==> src/rtl/alu_pkg.sv <==
// Shared definitions for the execute-stage ALU: operation codes,
// FSM state encoding and the opcode legality helper.
package alu_pkg;

  typedef enum logic [3:0] {
    OP_AND = 4'b0000,
    OP_OR  = 4'b0001,
    OP_ADD = 4'b0010,
    OP_SUB = 4'b0110,
    OP_SLT = 4'b0111,
    OP_MUL = 4'b1000
  } op_e;

  // Code substituted for any unsupported opControl value.
  localparam logic [3:0] OP_ILLEGAL = 4'b1111;

  typedef enum logic {
    ST_IDLE = 1'b0,
    ST_MUL  = 1'b1
  } state_e;

  function automatic logic op_legal(input logic [3:0] op);
    logic ok;
    case (op)
      OP_AND, OP_OR, OP_ADD, OP_SUB, OP_SLT, OP_MUL: ok = 1'b1;
      default:                                        ok = 1'b0;
    endcase
    return ok;
  endfunction

endpackage

==> src/rtl/mul_iter.sv <==
// Iterative shift-add multiplier. One partial product per clock; the low
// WIDTH bits of a*b are presented on product in the cycle done is high.
module mul_iter
  import alu_pkg::*;
#(
  parameter int WIDTH = 64
) (
  input  logic             clk,
  input  logic             rst_n,
  input  logic             start,
  input  logic [WIDTH-1:0] a,
  input  logic [WIDTH-1:0] b,
  output logic             busy,
  output logic             done,
  output logic [WIDTH-1:0] product
);

  localparam int CW = (WIDTH > 1) ? $clog2(WIDTH) : 1;

  logic [WIDTH-1:0] acc;
  logic [WIDTH-1:0] mcand;
  logic [WIDTH-1:0] mplier;
  logic [CW-1:0]    cnt;
  logic [WIDTH-1:0] acc_next;

  // Next accumulator value; on the last iteration this is the product itself,
  // so the caller can capture it on the same edge without an extra cycle.
  always_comb begin
    acc_next = acc + (mplier[0] ? mcand : '0);
  end

  assign done    = busy && (cnt == CW'(WIDTH - 1));
  assign product = acc_next;

  // Load operands on start, then one shift-add step per edge while busy.
  always_ff @(posedge clk or negedge rst_n) begin
    if (!rst_n) begin
      acc    <= '0;
      mcand  <= '0;
      mplier <= '0;
      cnt    <= '0;
      busy   <= 1'b0;
    end else if (start) begin
      acc    <= '0;
      mcand  <= a;
      mplier <= b;
      cnt    <= '0;
      busy   <= 1'b1;
    end else if (busy) begin
      acc    <= acc_next;
      mcand  <= mcand << 1;
      mplier <= mplier >> 1;
      cnt    <= cnt + 1'b1;
      if (done) begin
        busy <= 1'b0;
      end
    end
  end

endmodule

==> src/rtl/alu_exec.sv <==
// Registered execute-stage ALU. Single-cycle logic ops, add/sub/slt, and an
// iterative multiply that stalls the input side while it runs.
//
// Handshake: an input transfer happens on a rising edge where
// inValid && inReady; an output transfer happens on a rising edge where
// outValid && outReady. Once raised, outValid and its result/zero/illegal
// stay constant until the transfer. inReady never depends on inValid or on
// the operand/opcode inputs.
module alu_exec
  import alu_pkg::*;
#(
  parameter int WIDTH = 64
) (
  input  logic             clk,
  input  logic             rst_n,
  input  logic             inValid,
  output logic             inReady,
  input  logic [3:0]       opControl,
  input  logic [WIDTH-1:0] srcA,
  input  logic [WIDTH-1:0] srcB,
  output logic             outValid,
  input  logic             outReady,
  output logic [WIDTH-1:0] result,
  output logic             zero,
  output logic             illegal,
  output logic             dbg_state
);

  state_e           state;
  state_e           state_nxt;
  logic             accept;
  logic             is_mul;
  logic             legal;
  logic [3:0]       op_eff;
  logic [WIDTH-1:0] alu_res;
  logic             mul_start;
  logic             mul_busy;
  logic             mul_done;
  logic [WIDTH-1:0] mul_product;

  assign legal     = op_legal(opControl);
  assign op_eff    = legal ? opControl : OP_ILLEGAL;
  assign is_mul    = (opControl == OP_MUL);
  assign accept    = inValid && inReady;
  assign mul_start = accept && is_mul;
  assign dbg_state = (state == ST_MUL);

  mul_iter #(
    .WIDTH(WIDTH)
  ) u_mul (
    .clk    (clk),
    .rst_n  (rst_n),
    .start  (mul_start),
    .a      (srcA),
    .b      (srcB),
    .busy   (mul_busy),
    .done   (mul_done),
    .product(mul_product)
  );

  // State register.
  always_ff @(posedge clk or negedge rst_n) begin
    if (!rst_n) begin
      state <= ST_IDLE;
    end else begin
      state <= state_nxt;
    end
  end

  // Next state and inReady: accept only when idle and the output slot is
  // empty or being drained this cycle.
  always_comb begin
    state_nxt = state;
    inReady   = 1'b0;
    case (state)
      ST_IDLE: begin
        inReady = !mul_busy && (!outValid || outReady);
        if (inValid && inReady && is_mul) begin
          state_nxt = ST_MUL;
        end
      end
      ST_MUL: begin
        if (mul_done) begin
          state_nxt = ST_IDLE;
        end
      end
      default: state_nxt = ST_IDLE;
    endcase
  end

  // Single-cycle datapath; unsupported codes produce zero.
  always_comb begin
    alu_res = '0;
    case (op_eff)
      OP_AND:  alu_res = srcA & srcB;
      OP_OR:   alu_res = srcA | srcB;
      OP_ADD:  alu_res = srcA + srcB;
      OP_SUB:  alu_res = srcA - srcB;
      OP_SLT:  alu_res = {{(WIDTH-1){1'b0}}, ($signed(srcA) < $signed(srcB))};
      default: alu_res = '0;
    endcase
  end

  // Output slot: multiply completion, single-cycle accept, or drain.
  // A MUL accept never loads the slot, so a concurrent drain empties it.
  always_ff @(posedge clk or negedge rst_n) begin
    if (!rst_n) begin
      outValid <= 1'b0;
      result   <= '0;
      zero     <= 1'b0;
      illegal  <= 1'b0;
    end else if (mul_done) begin
      outValid <= 1'b1;
      result   <= mul_product;
      zero     <= (mul_product == '0);
      illegal  <= 1'b0;
    end else if (accept && !is_mul) begin
      outValid <= 1'b1;
      result   <= alu_res;
      zero     <= (alu_res == '0);
      illegal  <= !legal;
    end else if (outValid && outReady) begin
      outValid <= 1'b0;
    end
  end

endmodule

==> config.mk <==
export PLATFORM = sky130hd
export DESIGN_NAME = alu_exec
export DESIGN_NICKNAME = d
export VERILOG_FILES = /design/src/rtl/alu_pkg.sv /design/src/rtl/mul_iter.sv /design/src/rtl/alu_exec.sv
export SDC_FILE = /design/constraint.sdc
export NUM_CORES = 1
export LEC_CHECK = 0
export BUFFER_PORTS_ARGS = -buffer_cell sky130_fd_sc_hd__clkbuf_2
export CAP_MARGIN = 20
export CORE_MARGIN = 2
export CORE_UTILIZATION = 25
export DETAILED_ROUTE_END_ITERATION = 10
export SLEW_MARGIN = 25
export SYNTH_ARGS = -nofsm -noshare
export SYNTH_HDL_FRONTEND = slang
export SYNTH_SLANG_ARGS = --single-unit
==> constraint.sdc <==
create_clock -name clk -period 4 [get_ports clk]
set_input_delay 0.8 -clock clk [delete_from_list [all_inputs] [get_ports clk]]
set_output_delay 0.8 -clock clk [all_outputs]
set_load 0.01 [all_outputs]
After elaboration in Yosys (flattened, before gate mapping)
Cells that the tools add are included.
{ "op_classes": {"addsub": 4, "magnitude_cmp": 1, "n_eq_ne": 10, "n_mux": 27, "n_bitwise": 3, "n_reduce_logical": 21} }
{ "ops": {"columns": ["cell", "count"], "rows": [
  ["$mux W64", 9],
  ["$pmux W64 S5", 1],
  ["$add A64 B64 Y64", 2],
  ["$logic_not A64 Y1", 2],
  ["$and A64 B64 Y64", 1],
  ["$lt A64 B64 Y1", 1],
  ["$or A64 B64 Y64", 1],
  ["$sub A64 B64 Y64", 1],
  ["$eq A4 B3 Y1 const B", 4],
  ["$mux W1", 13],
  ["$mux W6", 2],
  ["$eq A4 B1 Y1 const B", 2],
  ["$eq A4 B2 Y1 const B", 2],
  ["$logic_and A1 B1 Y1", 8],
  ["$logic_not A4 Y1", 2],
  ["$add A6 B1 Y6 const B", 1],
  ["$eq A6 B6 Y1 const B", 1],
  ["$reduce_or A6 Y1", 1],
  ["$eq A4 B4 Y1 const B", 1],
  ["$logic_not A1 Y1", 4],
  ["$mux W4", 1],
  ["$reduce_bool A2 Y1", 2],
  ["$reduce_bool A3 Y1", 1],
  ["$pmux W1 S2", 1],
  ["2 further kinds", 2]
]} }
{ "word_totals": {"register_bits": 267, "input_bits": 136, "output_inout_bits": 69, "elab_cells": 76} }

Logic depth before layout (Yosys ltp)
{ "logic_depth": {"depth_word": 9, "depth_mapped": 20, "ltp_nobuf": 19} }

Hierarchy
From an unflattened synthesis, not the netlist that was laid out.
{ "hier_totals": {"hier_cells": 3707, "area_unflattened_um2": 28449.8} }
{ "modules_own_cells": {"columns": ["module", "n_inst", "cells_each", "area_each_um2"], "rows": [
  ["alu_exec", 1, 2212, 15203.3],
  ["mul_iter", 1, 1495, 13246.5]
]} }

Least setup slack after synthesis
OpenSTA, ideal clock, no wires.
{ "synth_path": {"path_type": "in2reg", "startpoint": "input srcA[0]", "endpoint": "register zero", "setup_time_ns": 0.066, "arrival_ns": 4.342, "required_ns": 3.934, "setup_slack_ns": -0.409, "stages": 19, "path_cell_list": "inv_1 -> ha_1 -> inv_1 -> fa_1 -> nor3b_1 -> o311ai_1 -> a31oi_1 -> o211ai_2 -> a2111oi_4 -> o2111ai_1 -> a21oi_1 -> o41ai_1 -> xnor2_1 -> o22ai_1 -> nor4_1 -> and4_1 -> nand4_1 -> o41ai_2 -> a41o_1"} }
{ "synth_via": {"elab_chain_cells": 5} }
{ "synth_lines": {"columns": ["element", "line", "rtl"], "rows": [
  ["start: declaration", "alu_exec.sv:19", "input logic [WIDTH-1:0] srcA,"],
  ["$sub A64 B64 Y64 (tied with other cells)", "alu_exec.sv:98", "OP_SUB: alu_res = srcA - srcB;"],
  ["$pmux W64 S5 (*)", "alu_exec.sv:94", "case (op_eff)"],
  ["$logic_not A64 Y1 (*)", "alu_exec.sv:120", "zero <= (alu_res == '0);"],
  ["$mux W1 (*)", "alu_exec.sv:117", "end else if (accept && !is_mul) begin"],
  ["$mux W1 (*)", "alu_exec.sv:112", "end else if (mul_done) begin"],
  ["end signal: assignment", "alu_exec.sv:115", "zero <= (mul_product == '0);"],
  ["end signal: assignment", "alu_exec.sv:120", null],
  ["end: declaration", "alu_exec.sv:24", "output logic zero,"]
]} }
Mark *: on every way between the ends. The rest lies on a longest branch, timed or not. The select of a mux whose other input is x is not followed.
A chain may end at the register's enable or synchronous reset.

Final worst setup path
{ "layout_path": {"startpoint": "register u_mul.mplier[0]", "endpoint": "register zero"} }
{ "layout_via": {"elab_chain_cells": 4} }
{ "layout_lines": {"columns": ["element", "line", "rtl"], "rows": [
  ["start: declaration", "mul_iter.sv:22", "logic [WIDTH-1:0] mplier;"],
  ["start signal: assignment", "mul_iter.sv:52", "mplier <= mplier >> 1;"],
  ["$mux W64", "mul_iter.sv:29", "acc_next = acc + (mplier[0] ? mcand : '0);"],
  ["$add A64 B64 Y64", "mul_iter.sv:29", null],
  ["$logic_not A64 Y1", "alu_exec.sv:115", null],
  ["$mux W1", "alu_exec.sv:112", null]
]} }
Every way passes these cells.

==> impl_results.html <==
<table>
<tr><th>Metric</th><th>Value</th></tr>
<tr><th colspan="2">Outcome</th></tr>
<tr><td>Status</td><td>finished, violations left</td></tr>
<tr><td>Violations in the final reports</td><td>design-rule violations, negative setup slack</td></tr>
<tr><th colspan="2">Timing</th></tr>
<tr><td>Worst hold slack</td><td>0.118 ns</td></tr>
<tr><td>Final Max Slew Viols</td><td>0</td></tr>
<tr><td>Worst path setup slack after routing</td><td>-0.819 ns</td></tr>
<tr><td>Setup TNS after final layout</td><td>-6.00 ns</td></tr>
<tr><td>Max Clock Freq</td><td>0.208 GHz</td></tr>
<tr><td>Number of failing hold endpoints at the final stage</td><td>0</td></tr>
<tr><td>Unrepaired setup endpoints after global routing</td><td>true</td></tr>
<tr><td>Final worst path period need</td><td>4.82 ns</td></tr>
<tr><td>Clk_skew</td><td>0.0300 ns</td></tr>
<tr><td>Period Utilization, post-route</td><td>120%</td></tr>
<tr><td>Max transition margin</td><td>34.6%</td></tr>
<tr><td>Setup-violating endpoint count in the final report</td><td>20</td></tr>
<tr><td>Slew at the pin closest to its max-slew limit</td><td>0.981 ns</td></tr>
<tr><th colspan="2">Detailed routing</th></tr>
<tr><td>Violation count after the first detailed-route iteration</td><td>2,920</td></tr>
<tr><td>Post-DR wirelength/cell</td><td>20.2 um</td></tr>
<tr><td>TritonRoute pass-1 iters</td><td>9</td></tr>
<tr><td>Count of antenna-violating nets left after detailed routing</td><td>0</td></tr>
<tr><td>DRC errors left</td><td>7</td></tr>
<tr><td>Total vias in the final route</td><td>30,900</td></tr>
<tr><td>Average vias per placed instance</td><td>5.05</td></tr>
<tr><td>Routed WL</td><td>124,000 um</td></tr>
<tr><th colspan="2">Global routing</th></tr>
<tr><td>Global-route met3 utilization</td><td>3.36%</td></tr>
<tr><td>Global-route track usage on met1</td><td>31.3%</td></tr>
<tr><td>Largest net degree at the start of global routing</td><td>132</td></tr>
<tr><td>Final global-route overflow total</td><td>0</td></tr>
<tr><td>Global routing's busiest layer</td><td>met2</td></tr>
<tr><td>Global-route wire length before repair</td><td>185,000 um</td></tr>
<tr><td>Antenna violations before repair</td><td>10</td></tr>
<tr><td>Met2 track utilization from global routing</td><td>33.9%</td></tr>
<tr><td>Via count of the first global-routing pass</td><td>29,900</td></tr>
<tr><td>GRT Util Overall</td><td>22.1%</td></tr>
<tr><th colspan="2">Setup path</th></tr>
<tr><td>Cell type group with the largest total delay on the critical path</td><td>simple AND/OR/NAND/NOR gates</td></tr>
<tr><td>Worst Path Buf+Inv</td><td>5</td></tr>
<tr><td>Delay of the slowest cell on the worst path</td><td>0.56 ns</td></tr>
<tr><td>Kind of end point of the critical path</td><td>register</td></tr>
<tr><td>Data required, critical path</td><td>4.49 ns</td></tr>
<tr><td>Worst-path fanout max</td><td>6</td></tr>
<tr><td>WS Path Type</td><td>reg -&gt; reg</td></tr>
<tr><td>Worst path slowest cell</td><td>or4b_4</td></tr>
<tr><td>Crit-path cells</td><td>buf_6 &gt; and2_4 &gt; ha_4 &gt; a21o_1 &gt; a221oi_4 &gt; or4b_4 &gt; buf_6 &gt; a21oi_1 &gt; nor2_2 &gt; xor2_1 &gt; nand4_1 &gt; nor4_2 &gt; buf_4 &gt; nand4_1 &gt; nor4_2 &gt; buf_4 &gt; nand4_1 &gt; and4bb_1 &gt; and4_1 &gt; nor4bb_4 &gt; buf_4 &gt; a41o_1</td></tr>
<tr><td>Crit start category</td><td>register</td></tr>
<tr><td>Signal arrival time at the worst endpoint</td><td>5.31 ns</td></tr>
<tr><th colspan="2">Yosys</th></tr>
<tr><td>Average footprint of a synthesized cell</td><td>7.60 um2</td></tr>
<tr><td>Total of warnings raised by yosys</td><td>0</td></tr>
<tr><td>Cell count after synthesis</td><td>3,496</td></tr>
<tr><td>Commonest register cell after synthesis</td><td>dfrtp_1</td></tr>
<tr><td>Ranking of synthesized cells by instance count</td><td>nand2_1, a21oi_1, o21ai_0</td></tr>
<tr><td>Number of unique standard cell types used by synthesis</td><td>106</td></tr>
<tr><td>Fraction of registers with async set/reset</td><td>100%</td></tr>
<tr><td>Post-Syn Nets</td><td>3,893</td></tr>
<tr><td>Largest cells by area after synthesis</td><td>dfrtp_1, ha_1, nand2_1, a21oi_1, o21ai_0</td></tr>
<tr><td>Count of flip-flops with a built-in enable after synthesis</td><td>0</td></tr>
<tr><td>Largest area contributor in the netlist</td><td>dfrtp_1</td></tr>
<tr><td>Sequential cell area fraction in the yosys report</td><td>25.1%</td></tr>
<tr><td>Most frequent cell after synthesis</td><td>nand2_1</td></tr>
<tr><td>Summed instance area of the synthesized netlist</td><td>26,600 um2</td></tr>
<tr><td>Register bit total from synthesis</td><td>267</td></tr>
<tr><td>Share of the synthesized area in the top cell type</td><td>25.1%</td></tr>
<tr><th colspan="2">Placed design</th></tr>
<tr><td>Detailed Place HPWL</td><td>101,000 um</td></tr>
<tr><td>Number of input and output port buffers inserted</td><td>204</td></tr>
<tr><td>Final GP Congestion</td><td>0.963</td></tr>
<tr><td>Placed Instances</td><td>6,011</td></tr>
<tr><th colspan="2">Worst hold path</th></tr>
<tr><td>Worst min-delay path class</td><td>in -&gt; async</td></tr>
<tr><th colspan="2">Clocking</th></tr>
<tr><td>Max Root-Sink Buffers</td><td>3</td></tr>
<tr><td>Clock H-tree levels</td><td>2</td></tr>
<tr><td>Post-CTS Hold Fix Bufs</td><td>0</td></tr>
<tr><td>TritonCTS clock tree</td><td>done</td></tr>
<tr><td>TritonCTS buffer count</td><td>37</td></tr>
<tr><td>Count of clock tree sinks</td><td>267</td></tr>
<tr><td>Clock latency at the later pin of the worst-skew pair</td><td>0.58 ns</td></tr>
<tr><td>Clock tree root buffer cell</td><td>clkbuf_16</td></tr>
<tr><td>Clock transition at the register clock pins on the worst setup and hold paths after CTS</td><td>0.06 ns</td></tr>
<tr><th colspan="2">Power</th></tr>
<tr><td>PwrDens</td><td>556 nW/um2</td></tr>
<tr><td>Static Leak</td><td>0.0193 uW</td></tr>
<tr><td>Worst-case vdd ir drop</td><td>0.320 mV</td></tr>
<tr><td>Power, Total</td><td>22,300 uW</td></tr>
<tr><th colspan="2">Job</th></tr>
<tr><td>Max cap viols</td><td>0</td></tr>
<tr><th colspan="2">Floorplan</th></tr>
<tr><td>Horizontal die dimension</td><td>330 um</td></tr>
<tr><td>Die height</td><td>330 um</td></tr>
<tr><td>Total Die Area</td><td>109,000 um2</td></tr>
<tr><td>I/O pin total</td><td>205</td></tr>
<tr><td>Core region area</td><td>105,000 um2</td></tr>
<tr><td>Cell row count</td><td>119</td></tr>
<tr><td>Initial Utilization</td><td>25.2%</td></tr>
<tr><th colspan="2">Layout</th></tr>
<tr><td>Utilization after layout</td><td>38.0%</td></tr>
<tr><td>Area of the multi-input gates</td><td>19,600 um2</td></tr>
<tr><td>Layout cell share with drive strength beyond 1</td><td>35.9%</td></tr>
<tr><td>Final standard cell count with taps included and fillers excluded</td><td>6,116</td></tr>
<tr><td>Count of nets after finishing</td><td>5,091</td></tr>
<tr><td>Total area of sequential cells</td><td>6690 um2</td></tr>
<tr><td>Final-layout fill cell count</td><td>10,900</td></tr>
<tr><td>Syn-to-layout area delta</td><td>50.9%</td></tr>
</table>
## worst reg2reg max path, stage by stage (launching register included)
cell      delay [ns]
dfrtp_2         0.46
buf_6           0.16
and2_4          0.14
ha_4            0.26
a21o_1          0.19
a221oi_4        0.09
or4b_4          0.56
buf_6           0.15
a21oi_1         0.18
nor2_2          0.08
xor2_1          0.24
nand4_1         0.14
nor4_2          0.22
buf_4           0.15
nand4_1         0.13
nor4_2          0.29
buf_4           0.16
nand4_1         0.09
and4bb_1        0.33
and4_1          0.23
nor4bb_4        0.20
buf_4           0.16
a41o_1          0.14
## final timing paths
path,slack (ns),cells past startpoint,to,startpoint
max,-0.82,22,zero,u_mul.mplier[0]
min,0.12,1,u_mul.mplier[12],rst_n
max reg2reg,-0.82,22,zero,u_mul.mplier[0]
min reg2reg,0.49,2,u_mul.mplier[51],u_mul.mplier[51]
max in group asynchronous,2.78,2,u_mul.mcand[56],rst_n
min in group clk,0.47,3,u_mul.mplier[57],srcB[57]
## what timing repair did
| item | CTS | global route |
|---|---|---|
| gates cloned | 1 | 0 |
| buffers inserted | 24 | 21 |
| resized for setup | 104 | 152 |
| pin swaps | 58 | 68 |
| endpoints found under the setup margin | 29 | 44 |
## power breakdown
| part | switching [uW] | internal (uW) |
|---|---|---|
| clock | 1430 | 2220 |
| combinational | 7090 | 6660 |
| sequential | 948 | 3920 |
| total | 9470 | 12800 |
## state kept, by name, summed over array words and instances (netlist names)
name	cells
dbg_state	1
illegal	1
outValid	1
result	64
u_mul.acc	64
u_mul.busy	1
u_mul.cnt	6
u_mul.mcand	64
u_mul.mplier	64
zero	1
## area by class of cell
| class | count | area share (%) |
|---|---|---|
| multi-input cells | 2806 | 48.8 |
| repair buffers | 1372 | 24.9 |
| flip-flops and latches | 267 | 16.7 |
| well taps | 1391 | 4.34 |
| clock buffers | 42 | 2.43 |
| inverters | 210 | 1.97 |
| clock inverters | 23 | 0.833 |
| diodes | 5 | 0.0312 |
## layout by cell type, fill, tap and decap left out, drive strengths merged, types with 114 or more instances in the layout
| cell | netlist | routed |
|---|---|---|
| a21oi | 305 | 305 |
| buf | 51 | 1170 |
| clkbuf | 162 | 244 |
| dfrtp | 267 | 267 |
| ha | 258 | 258 |
| inv | 209 | 213 |
| mux2i | 114 | 114 |
| nand2 | 528 | 528 |
| nor2 | 247 | 247 |
| o21ai | 288 | 288 |
## kinds of logic (layout without fill, tap and decap cells)
family	after synthesis	after routing	share of synthesized area (%)
AND/OR/NAND/NOR	1189	1189	20.7
buffers and inverters	423	1647	6.19
XOR/XNOR	122	122	4.02
AO/OA/AOI/OAI	1118	1118	27.2
flip-flops	267	267	25.1
adder cells (fa/ha/maj)	261	261	12.4
other	0	5	0
multiplexers	116	116	4.38
## metal layers
| metal | share of wire, % | routed length, um | up-vias |
|---|---|---|---|
| met5 | 0.033 | 41 | - |
| met2 | 43 | 53200 | 1060 |
| met3 | 7.3 | 9010 | 187 |
| met4 | 3.8 | 4770 | 6 |
| li1 | - | - | 14900 |
| met1 | 46 | 56800 | 14700 |
## stage by stage
stage	setup slack (ns)	instance area, um2
2_1_floorplan	-0.242	26700
3_3_place_gp	-1.30	37200
3_5_place_dp	-1.33	37200
4_1_cts	-0.863	39300
5_1_grt	-1.04	40100
6_report	-0.819	40100
(Power assumes the default switching activity.)
